$ cat src/rtl/fu_share_arbiter_pkg.sv
// Shared types for the FU share arbiter: FU opcode set and instruction word.
package fu_share_arbiter_pkg;

    typedef enum logic [3:0] {
        OP_NOP    = 4'd0,
        OP_ADD    = 4'd1,
        OP_SUB    = 4'd2,
        OP_MUL    = 4'd3,
        OP_ADDPOW = 4'd4,
        OP_ADDMUL = 4'd5,
        OP_ACC    = 4'd6,
        OP_MAX    = 4'd7
    } fu_op_e;

    typedef struct packed {
        fu_op_e      op;
        logic [3:0]  count;
    } fu_instr_t;

    localparam fu_instr_t FU_INSTR_NOP = '{op: OP_NOP, count: 4'd0};

endpackage

$ cat src/rtl/fu_share_arbiter.sv
// Round-robin arbiter sharing one FU between N_REQ requesters, one op in flight.
// Optional EXEC watchdog enabled by defining MAGE_FU_ARB_TIMEOUT_EN.
module fu_share_arbiter
    import fu_share_arbiter_pkg::*;
#(
    parameter int unsigned N_REQ          = 4,
    parameter int unsigned N_BITS         = 32,
    parameter int unsigned TIMEOUT_CYCLES = 64
) (
    input  logic                        clk_i,
    input  logic                        rst_n_i,
    input  logic [N_REQ-1:0]            req_valid_i,
    output logic [N_REQ-1:0]            req_ready_o,
    input  logic [N_REQ*N_BITS-1:0]     req_a_i,
    input  logic [N_REQ*N_BITS-1:0]     req_b_i,
    input  logic [N_REQ*N_BITS-1:0]     req_const_i,
    input  fu_instr_t [N_REQ-1:0]       req_instr_i,
    output logic [N_REQ-1:0]            resp_valid_o,
    input  logic [N_REQ-1:0]            resp_ready_i,
    output logic [N_BITS-1:0]           resp_data_o,
    output logic                        resp_err_o,
    output logic [N_BITS-1:0]           fu_a_o,
    output logic [N_BITS-1:0]           fu_b_o,
    output logic [N_BITS-1:0]           fu_const_o,
    output fu_instr_t                   fu_instr_o,
    output logic                        fu_ops_valid_o,
    output logic                        fu_pea_ready_o,
    output logic [31:0]                 fu_acc_value_o,
    input  logic                        fu_valid_i,
    input  logic                        fu_ready_i,
    input  logic [N_BITS-1:0]           fu_res_i,
    output logic                        busy_o,
    output logic [$clog2(N_REQ)-1:0]    grant_id_o
);

    localparam int unsigned ID_W = $clog2(N_REQ);
`ifdef MAGE_FU_ARB_TIMEOUT_EN
    localparam int unsigned CNT_W = $clog2(TIMEOUT_CYCLES);
`else
    localparam int unsigned CNT_W = 1;
`endif

    typedef enum logic [1:0] {
        S_IDLE = 2'd0,
        S_EXEC = 2'd1,
        S_RESP = 2'd2
    } state_e;

    state_e             state_q, state_d;
    logic [ID_W-1:0]    rr_ptr_q, grant_id_q, pick_id, rr_next;
    logic               pick_found;
    int unsigned        cand;
    logic [N_BITS-1:0]  a_q, b_q, const_q, res_q;
    fu_instr_t          instr_q;
    logic [CNT_W-1:0]   exec_cnt_q;
    logic               sample_ok, fu_fire, resp_hs, timeout_hit;
`ifdef MAGE_FU_ARB_TIMEOUT_EN
    logic               err_q;
`else
    logic [31:0]        unused_timeout;
    assign unused_timeout = 32'(TIMEOUT_CYCLES);
`endif

    // First requesting index at or above rr_ptr, wrapping with explicit modulo.
    always_comb begin
        pick_found = 1'b0;
        pick_id    = '0;
        cand       = 0;
        for (int unsigned i = 0; i < N_REQ; i++) begin
            cand = (32'(rr_ptr_q) + i) % N_REQ;
            if (!pick_found && req_valid_i[ID_W'(cand)]) begin
                pick_found = 1'b1;
                pick_id    = ID_W'(cand);
            end
        end
    end

    // Two-stage ops present a stale registered valid in their first EXEC cycle.
    assign sample_ok = ((instr_q.op != OP_ADDPOW) && (instr_q.op != OP_ADDMUL))
                       || (exec_cnt_q != '0);
    assign fu_fire   = (state_q == S_EXEC) && fu_valid_i && fu_ready_i && sample_ok;
    assign resp_hs   = (state_q == S_RESP) && resp_ready_i[grant_id_q];
    assign rr_next   = (grant_id_q == ID_W'(N_REQ - 1)) ? '0 : grant_id_q + ID_W'(1);
`ifdef MAGE_FU_ARB_TIMEOUT_EN
    assign timeout_hit = (state_q == S_EXEC) && !fu_fire
                         && (exec_cnt_q == CNT_W'(TIMEOUT_CYCLES - 1));
`else
    assign timeout_hit = 1'b0;
`endif

    always_ff @(posedge clk_i or negedge rst_n_i) begin
        if (!rst_n_i) begin
            state_q <= S_IDLE;
        end else begin
            state_q <= state_d;
        end
    end

    always_comb begin
        state_d = state_q;
        unique case (state_q)
            S_IDLE:  if (pick_found) state_d = S_EXEC;
            S_EXEC:  if (fu_fire || timeout_hit) state_d = S_RESP;
            S_RESP:  if (resp_hs) state_d = S_IDLE;
            default: state_d = S_IDLE;
        endcase
    end

    always_comb begin
        req_ready_o    = '0;
        resp_valid_o   = '0;
        resp_data_o    = '0;
        resp_err_o     = 1'b0;
        fu_instr_o     = FU_INSTR_NOP;
        fu_ops_valid_o = 1'b0;
        busy_o         = (state_q != S_IDLE);
        unique case (state_q)
            S_IDLE: begin
                if (pick_found) req_ready_o[pick_id] = 1'b1;
            end
            S_EXEC: begin
                fu_instr_o     = instr_q;
                fu_ops_valid_o = 1'b1;
            end
            S_RESP: begin
                resp_valid_o[grant_id_q] = 1'b1;
                resp_data_o              = res_q;
`ifdef MAGE_FU_ARB_TIMEOUT_EN
                resp_err_o               = err_q;
`endif
            end
            default: ;
        endcase
    end

    // Grant latch, execution counter, result capture and pointer update.
    always_ff @(posedge clk_i or negedge rst_n_i) begin
        if (!rst_n_i) begin
            rr_ptr_q   <= '0;
            grant_id_q <= '0;
            a_q        <= '0;
            b_q        <= '0;
            const_q    <= '0;
            instr_q    <= FU_INSTR_NOP;
            res_q      <= '0;
            exec_cnt_q <= '0;
`ifdef MAGE_FU_ARB_TIMEOUT_EN
            err_q      <= 1'b0;
`endif
        end else begin
            unique case (state_q)
                S_IDLE: begin
                    if (pick_found) begin
                        grant_id_q <= pick_id;
                        a_q        <= req_a_i[32'(pick_id) * N_BITS +: N_BITS];
                        b_q        <= req_b_i[32'(pick_id) * N_BITS +: N_BITS];
                        const_q    <= req_const_i[32'(pick_id) * N_BITS +: N_BITS];
                        instr_q    <= req_instr_i[pick_id];
                        exec_cnt_q <= '0;
`ifdef MAGE_FU_ARB_TIMEOUT_EN
                        err_q      <= 1'b0;
`endif
                    end
                end
                S_EXEC: begin
                    if (exec_cnt_q != '1) exec_cnt_q <= exec_cnt_q + CNT_W'(1);
                    if (fu_fire) begin
                        res_q <= fu_res_i;
                    end else if (timeout_hit) begin
                        res_q <= '0;
`ifdef MAGE_FU_ARB_TIMEOUT_EN
                        err_q <= 1'b1;
`endif
                    end
                end
                S_RESP: begin
                    if (resp_hs) rr_ptr_q <= rr_next;
                end
                default: ;
            endcase
        end
    end

    assign fu_a_o         = a_q;
    assign fu_b_o         = b_q;
    assign fu_const_o     = const_q;
    assign fu_pea_ready_o = 1'b1;
    assign fu_acc_value_o = '0;
    assign grant_id_o     = grant_id_q;

endmodule
$ cat config.mk
export PLATFORM = sky130hd
export DESIGN_NAME = fu_share_arbiter
export DESIGN_NICKNAME = d
export VERILOG_FILES = /design/src/rtl/fu_share_arbiter_pkg.sv /design/src/rtl/fu_share_arbiter.sv
export SDC_FILE = /design/constraint.sdc
export NUM_CORES = 1
export LEC_CHECK = 0
export BUFFER_PORTS_ARGS = -buffer_cell sky130_fd_sc_hd__buf_2
export CAP_MARGIN = 10
export CELL_PAD_IN_SITES_DETAIL_PLACEMENT = 1
export CELL_PAD_IN_SITES_GLOBAL_PLACEMENT = 1
export CORE_AREA = 3 3 246 248
export CTS_CLUSTER_DIAMETER = 30
export CTS_CLUSTER_SIZE = 20
export DETAILED_ROUTE_END_ITERATION = 16
export DIE_AREA = 0 0 249 251
export GPL_TIMING_DRIVEN = 0
export HOLD_SLACK_MARGIN = 0.03
export PLACE_DENSITY_LB_ADDON = 0.3
export SETUP_SLACK_MARGIN = 0.2
export SYNTH_ARGS = -nofsm -noshare
export SYNTH_HDL_FRONTEND = slang
export SYNTH_SLANG_ARGS = --single-unit
$ cat constraint.sdc
create_clock -name clk_i -period 3.3 [get_ports clk_i]
set_input_delay 0.66 -clock clk_i [delete_from_list [all_inputs] [get_ports clk_i]]
set_output_delay 0.66 -clock clk_i [all_outputs]
set_load 0.03 [all_outputs]
==> flow_metrics.env, run 1 <==
export IMPL_p_clk_frac=0.159
export IMPL_start_util=0.1465
export IMPL_rows=89
export IMPL_fin_crit_ps=2906
export IMPL_vdd_ir_drop_max_mv=0.3678
export IMPL_cp_max_fo=10
export IMPL_status="finished clean"
export IMPL_report_final_slew_viol_count=0
export IMPL_grt_first_pass_wirelength_um=65920
export IMPL_gr_total_overflow=0
export IMPL_tightest_slew_ps=1220
export IMPL_route_detailed_drc=0
export IMPL_drtIter0Drc=332
export IMPL_final_cells=2234
export IMPL_die_w_um=249
export IMPL_p_sw_frac=0.4928
export IMPL_clk_pin_slew_ps=70
export IMPL_start_kind="flop"
export IMPL_skew_ps=17.03
export IMPL_synth_seq_cells=143
export IMPL_crit_type="reg2out"
export IMPL_yosys_warnings=0
export IMPL_rsz0062_at_grt="false"
export IMPL_syn_area_mm2=0.008598
export IMPL_wl_um=45760
export IMPL_vias_per_cell=3.977
export IMPL_period_share=0.8807
export IMPL_hold_viol_final=0
export IMPL_endpoint_kind="output port"
export IMPL_drive_gt1_frac=0.5055
export IMPL_hold_class="in2async"
export IMPL_finalSetupTns_ps=0
export IMPL_syn_instance_count=784
export IMPL_slew_headroom=0.1870
export IMPL_io_buffers=607
export IMPL_power_mw=11.90
export IMPL_antenna_found_initial=3
export IMPL_yosysSeqAreaShare=0.4162
export IMPL_cts_sinks=143
export IMPL_dp_cells=2197
export IMPL_wl_per_cell_um=20.48
export IMPL_final_nets=1911
export IMPL_p_switching_mw=5.866
export IMPL_htree_levels=4
export IMPL_die_area_mm2=0.06250
export IMPL_cap_violations=0
export IMPL_ctsHoldBuffers=0
export IMPL_fp_coreArea_mm2=0.05869
export IMPL_drtAntennaViolNets=0
export IMPL_avgSynthCellArea_um2=10.97
export IMPL_r2r_worst_path_cells=8
export IMPL_drt_pre_antenna_iters=4
export IMPL_io_pins=642
export IMPL_area_growth_pct=55.85
export IMPL_fillCellCount=7040
export IMPL_powerDensity_mw_per_mm2=888.2
export IMPL_power_frac_comb=0.577
export IMPL_crit_required_ps=2640
export IMPL_gp_congestion=0.8823
export IMPL_clk_path_buf_depth=2
export IMPL_p_leak_nw=7.329
export IMPL_dr_total_vias=8885
export IMPL_crit_arrival_ps=2250
export IMPL_die_y_um=251
export IMPL_synth_distinct_cells=34
export IMPL_grt_max_degree=75
export IMPL_clock_fmax_mhz=344.1
export IMPL_hpwl_um=38160
export IMPL_numCtsBuffers=17
export IMPL_intPower_mw=6.036
export IMPL_clock_latency_ps=470
export IMPL_clk_root_buffer_cell="clkbuf_16"
export IMPL_power_frac_seq=0.264
export IMPL_grt_total_usage=0.1434
export IMPL_setup_viol_count_final=0
export IMPL_cts_tree="yes"
export IMPL_grt_pass1_vias=10020
final timing paths:
check / startpoint / end / slack, ps
setup / recovery: rr_ptr_q[0] / req_ready_o[1] / 390
hold / removal: rst_n_i / fu_const_o[22] / 180
setup reg to reg: rr_ptr_q[0] / fu_const_o[2] / 460
hold reg to reg: res_q[31] / res_q[31] / 480
max in group asynchronous: rst_n_i / fu_a_o[16] / 2270
min in group clk_i: fu_res_i[17] / res_q[17] / 410
cells in the final DEF (no fill, tap or decap), types with 22 or more instances in the layout:
master    instances
conb_1           34
buf_6            22
dfrtp_1         142
buf_2           622
o221ai_1        104
and2_1           44
buf_4            40
mux2i_1         208
clkbuf_1         24
mux2_1           24
nand2_1         109
registers in the layout, summed over array words and instances (netlist names):
name / flops
instr_q: 8
state_q: 2
fu_const_o: 32
res_q: 32
exec_cnt_q: 1
rr_ptr_q: 2
grant_id_o: 2
fu_a_o: 32
fu_b_o: 32
kinds of logic (layout without fill, tap and decap cells):
kind of cell    count (synthesis)  after routing  synth area share
fa+ha+maj                       4              4          0.005821
other cells                     2             35         0.0008734
simple gates                  171            171           0.09080
mux                           242            242            0.2880
compound gates                117            117            0.1167
flops                         143            143            0.4162
buf+inv                       105            749           0.08163
cell usage after synthesis, drive strengths merged:
| cell | count | share of area |
|---|---|---|
| dfrtp | 143 | 0.42 |
| and3 | 2 | 0.0015 |
| a31o | 1 | 0.0010 |
| mux2 | 33 | 0.043 |
| nor2 | 5 | 0.0022 |
| o31ai | 1 | 0.00087 |
| nor2b | 3 | 0.0022 |
| mux4 | 1 | 0.0026 |
| nand3 | 1 | 0.00058 |
| o22ai | 1 | 0.00073 |
| conb | 2 | 0.00087 |
| buf | 75 | 0.069 |
| nand2 | 111 | 0.048 |
| mux2i | 208 | 0.24 |
| nand2b | 3 | 0.0022 |
| o32ai | 1 | 0.0010 |
| o32a | 1 | 0.0012 |
| or2 | 1 | 0.00073 |
| ha | 4 | 0.0058 |
| a31oi | 1 | 0.0015 |
| clkbuf | 25 | 0.011 |
| o221ai | 104 | 0.11 |
| and2 | 44 | 0.032 |
| inv | 5 | 0.0022 |
| nor4b | 1 | 0.0010 |
| a21oi | 2 | 0.0012 |
| a211o | 1 | 0.0010 |
| o21ai | 4 | 0.0023 |
stage by stage:
step	hold WS (ps)	area, µm²	worst slack, ps	utilization
2_1_floorplan	364.4	8718	636.4	-
3_3_place_gp	460.4	12720	-808.0	0.2168
3_5_place_dp	466.7	12760	-423.7	0.2174
4_1_cts	173.3	13380	137.9	0.2279
5_1_grt	211.0	13400	200.5	0.2283
6_report	178.8	13400	393.6	0.2283
cell type report:
cell class                 count  area (µm²)  share of cell area
clock inverter                15       126.4            0.009430
tap                          773       967.2             0.07218
sequential                   143        3580              0.2671
multi-input combinational    568        4474              0.3339
clock buffer                  17       425.4             0.03175
antenna                        1       2.502           0.0001867
timing repair buffer         612        3102              0.2315
buffer                       100       704.4             0.05257
inverter                       5       18.77            0.001401
routing by layer:
metal / wire (µm) / part of all wire / track usage
met5: 0 / 0 / 0
met2: 23930 / 0.52 / 0.2604
met1: 18020 / 0.39 / 0.1638
met3: 2729 / 0.060 / 0.03414
met4: 1078 / 0.024 / 0.05186
timing repair:
action | 4_1_cts | 5_1_grt
pin swaps | 0 | 2
gates resized for setup | 14 | 4
endpoints found under the setup margin | 2 | 13
buffers inserted | 2 | 2
worst max-delay path, stage by stage (launching register included):
cell and delay [ps]:
dfrtp_1 420, nand2b_1 180, nor2b_2 170, o32ai_2 200, nand2_4 120, buf_6 200, buf_4 200, nor2_1 90
buf_2 200
power groups by stage:
stage | clock (mW) | combinational (mW) | sequential, mW
after detailed placement | 0 | 6.99 | 3.16
final | 1.89 | 6.87 | 3.14
after floorplan | 0 | 3.29 | 4.19
after global placement | 0 | 6.91 | 3.13
after CTS | 1.98 | 7.06 | 3.16
after global routing | 2.05 | 7.46 | 3.26
Note: power is estimated with default switching activity, not from simulation.
==> run 2: changes to the inputs <==
--- a/config.mk
+++ b/config.mk
@@ -5,7 +5,6 @@
 export SDC_FILE = /design/constraint.sdc
 export NUM_CORES = 1
 export LEC_CHECK = 0
-export BUFFER_PORTS_ARGS = -buffer_cell sky130_fd_sc_hd__buf_2
 export CAP_MARGIN = 10
 export CELL_PAD_IN_SITES_DETAIL_PLACEMENT = 1
 export CELL_PAD_IN_SITES_GLOBAL_PLACEMENT = 1
@@ -14,6 +13,7 @@
 export CTS_CLUSTER_SIZE = 20
 export DETAILED_ROUTE_END_ITERATION = 16
 export DIE_AREA = 0 0 249 251
+export DONT_BUFFER_PORTS = 1
 export GPL_TIMING_DRIVEN = 0
 export HOLD_SLACK_MARGIN = 0.03
 export PLACE_DENSITY_LB_ADDON = 0.3
==> constraint.sdc (replaced) <==
create_clock -name clk_i -period 2.62 [get_ports clk_i]
set_input_delay 0.524 -clock clk_i [delete_from_list [all_inputs] [get_ports clk_i]]
set_output_delay 0.524 -clock clk_i [all_outputs]
set_load 0.03 [all_outputs]
==> flow_metrics.env, run 2 (same netlist as run 1, synthesis figures left out) <==
export IMPL_status="finished, violations left"
export IMPL_violations="hold timing"
export IMPL_grt_first_pass_wirelength_um=57550
export IMPL_p_sw_frac=0.5000
export IMPL_dp_slack_ps=-756.5
export IMPL_drt_pre_antenna_iters=4
export IMPL_fp_coreArea_mm2=0.05869
export IMPL_endpoint_kind="output port"
export IMPL_setup_viol_count_final=0
export IMPL_drtIter0Drc=318
export IMPL_gp_congestion=0.8148
export IMPL_area_growth_pct=24.85
export IMPL_cp_common_cell="buf_12"
export IMPL_highest_layer="met4"
export IMPL_crit_arrival_ps=2080
export IMPL_grt_total_usage=0.1300
export IMPL_grt_max_degree=144
export IMPL_tightest_slew_ps=748.3
export IMPL_final_area_mm2=0.01074
export IMPL_regToRegSetupSlack_ps=300
export IMPL_worst_slack_ps=17.65
export IMPL_cp_max_fo=3
export IMPL_grt_pass1_vias=7636
export IMPL_report_final_slew_viol_count=0
export IMPL_clock_latency_ps=470
export IMPL_p_leak_nw=5.006
export IMPL_hpwl_um=33480
export IMPL_cap_violations=0
export IMPL_start_util=0.1465
export IMPL_powerDensity_mw_per_mm2=1350
export IMPL_wl_per_cell_um=25.57
export IMPL_die_area_mm2=0.06250
export IMPL_route_detailed_drc=0
export IMPL_final_cell_mix="207 x mux2i_1, 142 x dfrtp_1, 109 x nand2_1"
export IMPL_crit_type="reg2out"
export IMPL_skew_ps=13.78
export IMPL_r2r_start="rr_ptr_q[0]"
export IMPL_met1_length_um=16830
export IMPL_rsz0062_at_grt="true"
export IMPL_antenna_found_initial=5
export IMPL_intPower_mw=7.247
export IMPL_die_w_um=249
export IMPL_power_mw=14.49
export IMPL_drive_gt1_frac=0.2294
export IMPL_period_share=0.9933
export IMPL_wl_met2_um=21580
export IMPL_p_switching_mw=7.247
export IMPL_finalSetupTns_ps=0
export IMPL_clk_pin_slew_ps=70
export IMPL_hold_ws_ps=-251.4
export IMPL_dr_total_vias=6796
export IMPL_rows=89
export IMPL_io_pins=642
export IMPL_final_nets=1314
export IMPL_power_frac_comb=0.422
export IMPL_start_kind="flop"
export IMPL_placed_cell_area_mm2=0.009688
export IMPL_cts_tree="yes"
export IMPL_reg2reg_to="fu_const_o[3]"
export IMPL_wl_met3_um=2555
export IMPL_clock_fmax_mhz=384.3
export IMPL_clk_path_buf_depth=2
export IMPL_io_buffers=0
export IMPL_crit_chain="or2_4 -> a31oi_4 -> buf_6 -> nand2_8 -> buf_12 -> buf_12 -> nor2_4"
export IMPL_htree_levels=4
export IMPL_wl_um=41980
export IMPL_slew_headroom=0.5012
export IMPL_final_common_cell="mux2i_1"
export IMPL_crit_required_ps=2100
export IMPL_clk_root_buffer_cell="clkbuf_16"
export IMPL_max_stage_delay_ps=380
export IMPL_gr_total_overflow=0
export IMPL_hold_class="in2async"
export IMPL_p_clk_frac=0.180
export IMPL_r2r_worst_path_cells=8
export IMPL_power_frac_seq=0.398
export IMPL_drtAntennaViolNets=0
export IMPL_slowest_stage="dfrtp_1"
export IMPL_fin_crit_ps=2602
export IMPL_multiInputGateArea_mm2=0.004636
export IMPL_fillCellCount=6764
export IMPL_numCtsBuffers=17
export IMPL_hold_viol_final=143
export IMPL_vias_per_cell=4.139
export IMPL_regArea_mm2=0.003580
export IMPL_cts_sinks=143
export IMPL_vdd_ir_drop_max_mv=0.4752
export IMPL_die_y_um=251
-- run 2: cell types whose count changed in the layout (fill, tap and decap cells not counted), moves of 5 or more --
cell	delta
buf_12	+5
diode_2	+5
and2_4	+31
buf_2	-607
and2_1	-38
buf_4	+7
clkbuf_1	-9
and2_2	+7
-- run 2: per-layer routing --
| metal | track usage | up-vias |
|---|---|---|
| met5 | 0 | - |
| met4 | 0.05236 | 0 |
| met3 | 0.03486 | 35 |
| met2 | 0.2271 | 355 |
| met1 | 0.1511 | 3426 |
| li1 | - | 2980 |
-- run 2: how the worst max path moves through the flow --
| stage | startpoint | to | slack [ps] | depth (start not counted) |
|---|---|---|---|---|
| 2_1_floorplan | state_q[1] | req_ready_o[1] | 210 | 6 |
| 3_3_place_gp | state_q[1] | req_ready_o[1] | -750 | 6 |
| 3_5_place_dp | state_q[1] | req_ready_o[1] | -760 | 6 |
| 4_1_cts | state_q[0] | req_ready_o[1] | -70 | 7 |
| 5_1_grt | state_q[1] | req_ready_o[1] | -90 | 7 |
| 6_report | state_q[1] | req_ready_o[1] | 20 | 7 |
-- run 2: through the flow --
stage | std cells | util
2_1_floorplan | 816 | -
3_5_place_dp | 1589 | 0.1651
5_1_grt | 1639 | 0.1828
6_report | 1642 | 0.1829
3_3_place_gp | 1589 | 0.1651
4_1_cts | 1633 | 0.1809
-- run 2: repair_timing --
action,4_1_cts,5_1_grt
resized for setup,85,62
endpoints found under the hold margin,143,143
setup endpoints to repair,156,64
buffers inserted,12,3
pin swaps,6,5
-- run 2: critical path, delay by kind of cell (launching register included) --
| kind | cells | cell delay, ps |
|---|---|---|
| AND/OR/NAND/NOR | 3 | 580 |
| buffers and inverters | 3 | 430 |
| flip-flops | 1 | 380 |
| AO/OA/AOI/OAI | 1 | 210 |
-- run 2: power by group through the flow --
stage	sequential, mW	combinational (mW)	clock, mW
after CTS	5.79	6.21	2.72
after global routing	5.92	6.71	2.83
after detailed placement	5.80	5.81	0
after floorplan	5.28	4.15	0
final	5.77	6.12	2.60
after global placement	5.80	5.67	0
-- run 2: area by class of cell --
class                      instances  area share
inverter                           5    0.001748
timing repair buffer              15     0.01189
tap                              773     0.09009
sequential                       143      0.3334
clock inverter                    15     0.01620
clock buffer                      17     0.03963
antenna                            6    0.001399
buffer                           100     0.07378
multi-input combinational        568      0.4318
==> run 3: changes to the inputs <==
--- a/config.mk
+++ b/config.mk
@@ -16,7 +16,8 @@
 export DONT_BUFFER_PORTS = 1
 export GPL_TIMING_DRIVEN = 0
 export HOLD_SLACK_MARGIN = 0.03
-export PLACE_DENSITY_LB_ADDON = 0.3
+export PLACE_DENSITY = 0.34
+export RECOVER_POWER = 50
 export SETUP_SLACK_MARGIN = 0.2
 export SYNTH_ARGS = -nofsm -noshare
 export SYNTH_HDL_FRONTEND = slang
==> constraint.sdc (replaced) <==
create_clock -name clk_i -period 3.4 [get_ports clk_i]
set_input_delay 0.68 -clock clk_i [delete_from_list [all_inputs] [get_ports clk_i]]
set_output_delay 0.68 -clock clk_i [all_outputs]
set_load 0.03 [all_outputs]
==> flow_metrics.env, run 3 (same netlist as run 1, synthesis figures left out) <==
export IMPL_die_w_um=249
export IMPL_dp_slack_ps=-221.0
export IMPL_grt_max_degree=144
export IMPL_clock_fmax_mhz=331.5
export IMPL_p_clk_frac=0.176
export IMPL_reg2reg_to="fu_a_o[21]"
export IMPL_die_area_mm2=0.06250
export IMPL_final_nets=1300
export IMPL_clk_pin_slew_ps=70
export IMPL_regToRegSetupSlack_ps=1010
export IMPL_drtAntennaViolNets=0
export IMPL_antenna_found_initial=4
export IMPL_hpwl_um=35410
export IMPL_crit_type="reg2out"
export IMPL_p_switching_mw=5.479
export IMPL_fp_coreArea_mm2=0.05869
export IMPL_dr_total_vias=6666
export IMPL_hold_ws_ps=-98.15
export IMPL_hold_viol_final=143
export IMPL_route_detailed_drc=0
export IMPL_start_util=0.1465
export IMPL_grt_pass1_vias=7597
export IMPL_final_cells=1624
export IMPL_wl_um=43960
export IMPL_clk_root_buffer_cell="clkbuf_16"
export IMPL_violations="hold timing"
export IMPL_cp_max_fo=11
export IMPL_gp_congestion=0.8001
export IMPL_period_share=0.8873
export IMPL_drtIter0Drc=281
export IMPL_area_growth_pct=20.04
export IMPL_rsz0062_at_grt="false"
export IMPL_status="finished, violations left"
export IMPL_drive_gt1_frac=0.1484
export IMPL_r2r_worst_path_cells=7
export IMPL_htree_levels=4
export IMPL_slowest_stage="dfrtp_1"
export IMPL_tightest_slew_ps=921.0
export IMPL_rows=89
export IMPL_r2r_start="state_q[0]"
export IMPL_endpoint_kind="output port"
export IMPL_crit_end="req_ready_o[1]"
export IMPL_fin_crit_ps=3017
export IMPL_vias_per_cell=4.105
export IMPL_cts_tree="yes"
export IMPL_cts_sinks=143
export IMPL_numCtsBuffers=17
export IMPL_power_frac_seq=0.411
export IMPL_hold_class="in2async"
export IMPL_p_leak_nw=4.802
export IMPL_start_kind="flop"
export IMPL_final_common_cell="mux2i_1"
export IMPL_vdd_ir_drop_max_mv=0.3846
export IMPL_die_y_um=251
export IMPL_wl_per_cell_um=27.07
export IMPL_slew_headroom=0.3860
export IMPL_report_final_slew_viol_count=0
export IMPL_drt_pre_antenna_iters=4
export IMPL_clk_path_buf_depth=2
export IMPL_dp_cells=1589
export IMPL_powerDensity_mw_per_mm2=1039
export IMPL_intPower_mw=5.246
export IMPL_io_pins=642
export IMPL_crit_chain="or2_4 -> a31oi_4 -> nand2_4 -> buf_6 -> buf_2 -> nor2_4"
export IMPL_max_stage_delay_ps=390
export IMPL_cap_violations=0
export IMPL_final_cell_mix="208 x mux2i_1, 142 x dfrtp_1, 109 x nand2_1"
export IMPL_io_buffers=0
export IMPL_grt_first_pass_wirelength_um=59780
export IMPL_worstSetupPathDepth=6
export IMPL_worst_slack_ps=383.2
export IMPL_critPathBufInv=2
export IMPL_p_sw_frac=0.5109
export IMPL_power_frac_comb=0.412
export IMPL_setup_viol_count_final=0
export IMPL_clock_latency_ps=470
export IMPL_crit_arrival_ps=2340
export IMPL_grt_total_usage=0.1362
export IMPL_skew_ps=13.34
export IMPL_crit_family="simple AND/OR/NAND/NOR gates"
export IMPL_finalSetupTns_ps=0
export IMPL_gr_total_overflow=0
export IMPL_crit_required_ps=2720
export IMPL_crit_start="state_q[1]"
export IMPL_power_mw=10.72
-- run 3: cell count changes in the layout (fill, tap and decap cells not counted), moves of 4 or more --
| cell | before | now |
|---|---|---|
| and2_4 | 31 | 0 |
| clkbuf_2 | 4 | 0 |
| and2_1 | 6 | 44 |
| clkbuf_1 | 15 | 26 |
| diode_2 | 6 | 2 |
| buf_4 | 47 | 37 |
| buf_6 | 25 | 20 |
| and2_2 | 7 | 0 |
| buf_12 | 5 | 0 |
-- run 3: worst min-delay path by stage --
stage	startpoint	end	slack [ps]	cells past startpoint
final	rst_n_i	fu_const_o[22]	-100	0
after global routing	rst_n_i	fu_const_o[22]	-140	0
after CTS	rst_n_i	fu_const_o[22]	-150	0
after detailed placement	rst_n_i	fu_const_o[22]	390	0
after global placement	rst_n_i	fu_const_o[22]	390	0
after floorplan	rst_n_i	exec_cnt_q	380	0
-- run 3: repair_timing --
item                                   4_1_cts  5_1_grt
setup endpoints to repair                    2        2
gates resized for setup                     16        1
gates cloned                                 0        0
endpoints found under the hold margin      143      143
pin swaps                                    0        0
buffers inserted                             1        0
-- run 3: per-stage QoR --
stage / hold slack (ps) / area [µm²] / utilization
finish: -98.15 / 10320 / 0.1759
global route: -144.6 / 10320 / 0.1758
CTS: -151.8 / 10310 / 0.1758
detailed placement: 391.0 / 9686 / 0.1650
global placement: 391.3 / 9686 / 0.1650
floorplan: 384.4 / 8718 / -
-- run 3: layer usage --
metal | wire length, µm | share of wire | vias up | global-route usage
li1 | - | - | 2943 | -
met3 | 2763 | 0.063 | 45 | 0.03766
met4 | 1153 | 0.026 | 2 | 0.05303
met1 | 17230 | 0.39 | 3339 | 0.1554
met2 | 22800 | 0.52 | 337 | 0.2416
met5 | 13 | 0.00030 | - | 0
-- run 3: cell type report --
class                      count  area (µm²)
sequential                   143        3580
inverter                       5       18.77
clock inverter                14       132.6
timing repair buffer           1       7.507
fill                        6777       48360
buffer                       100       694.4
clock buffer                  18       429.2
multi-input combinational    568        4487
tap                          773       967.2
antenna                        2       5.005
-- run 3: power by group through the flow --
stage	logic, mW	registers, mW	clock network, mW
after CTS	4.61	4.46	1.99
final	4.42	4.41	1.89
after global placement	4.47	4.50	0
after global routing	4.89	4.54	2.06
after detailed placement	4.53	4.48	0
after floorplan	3.19	4.07	0
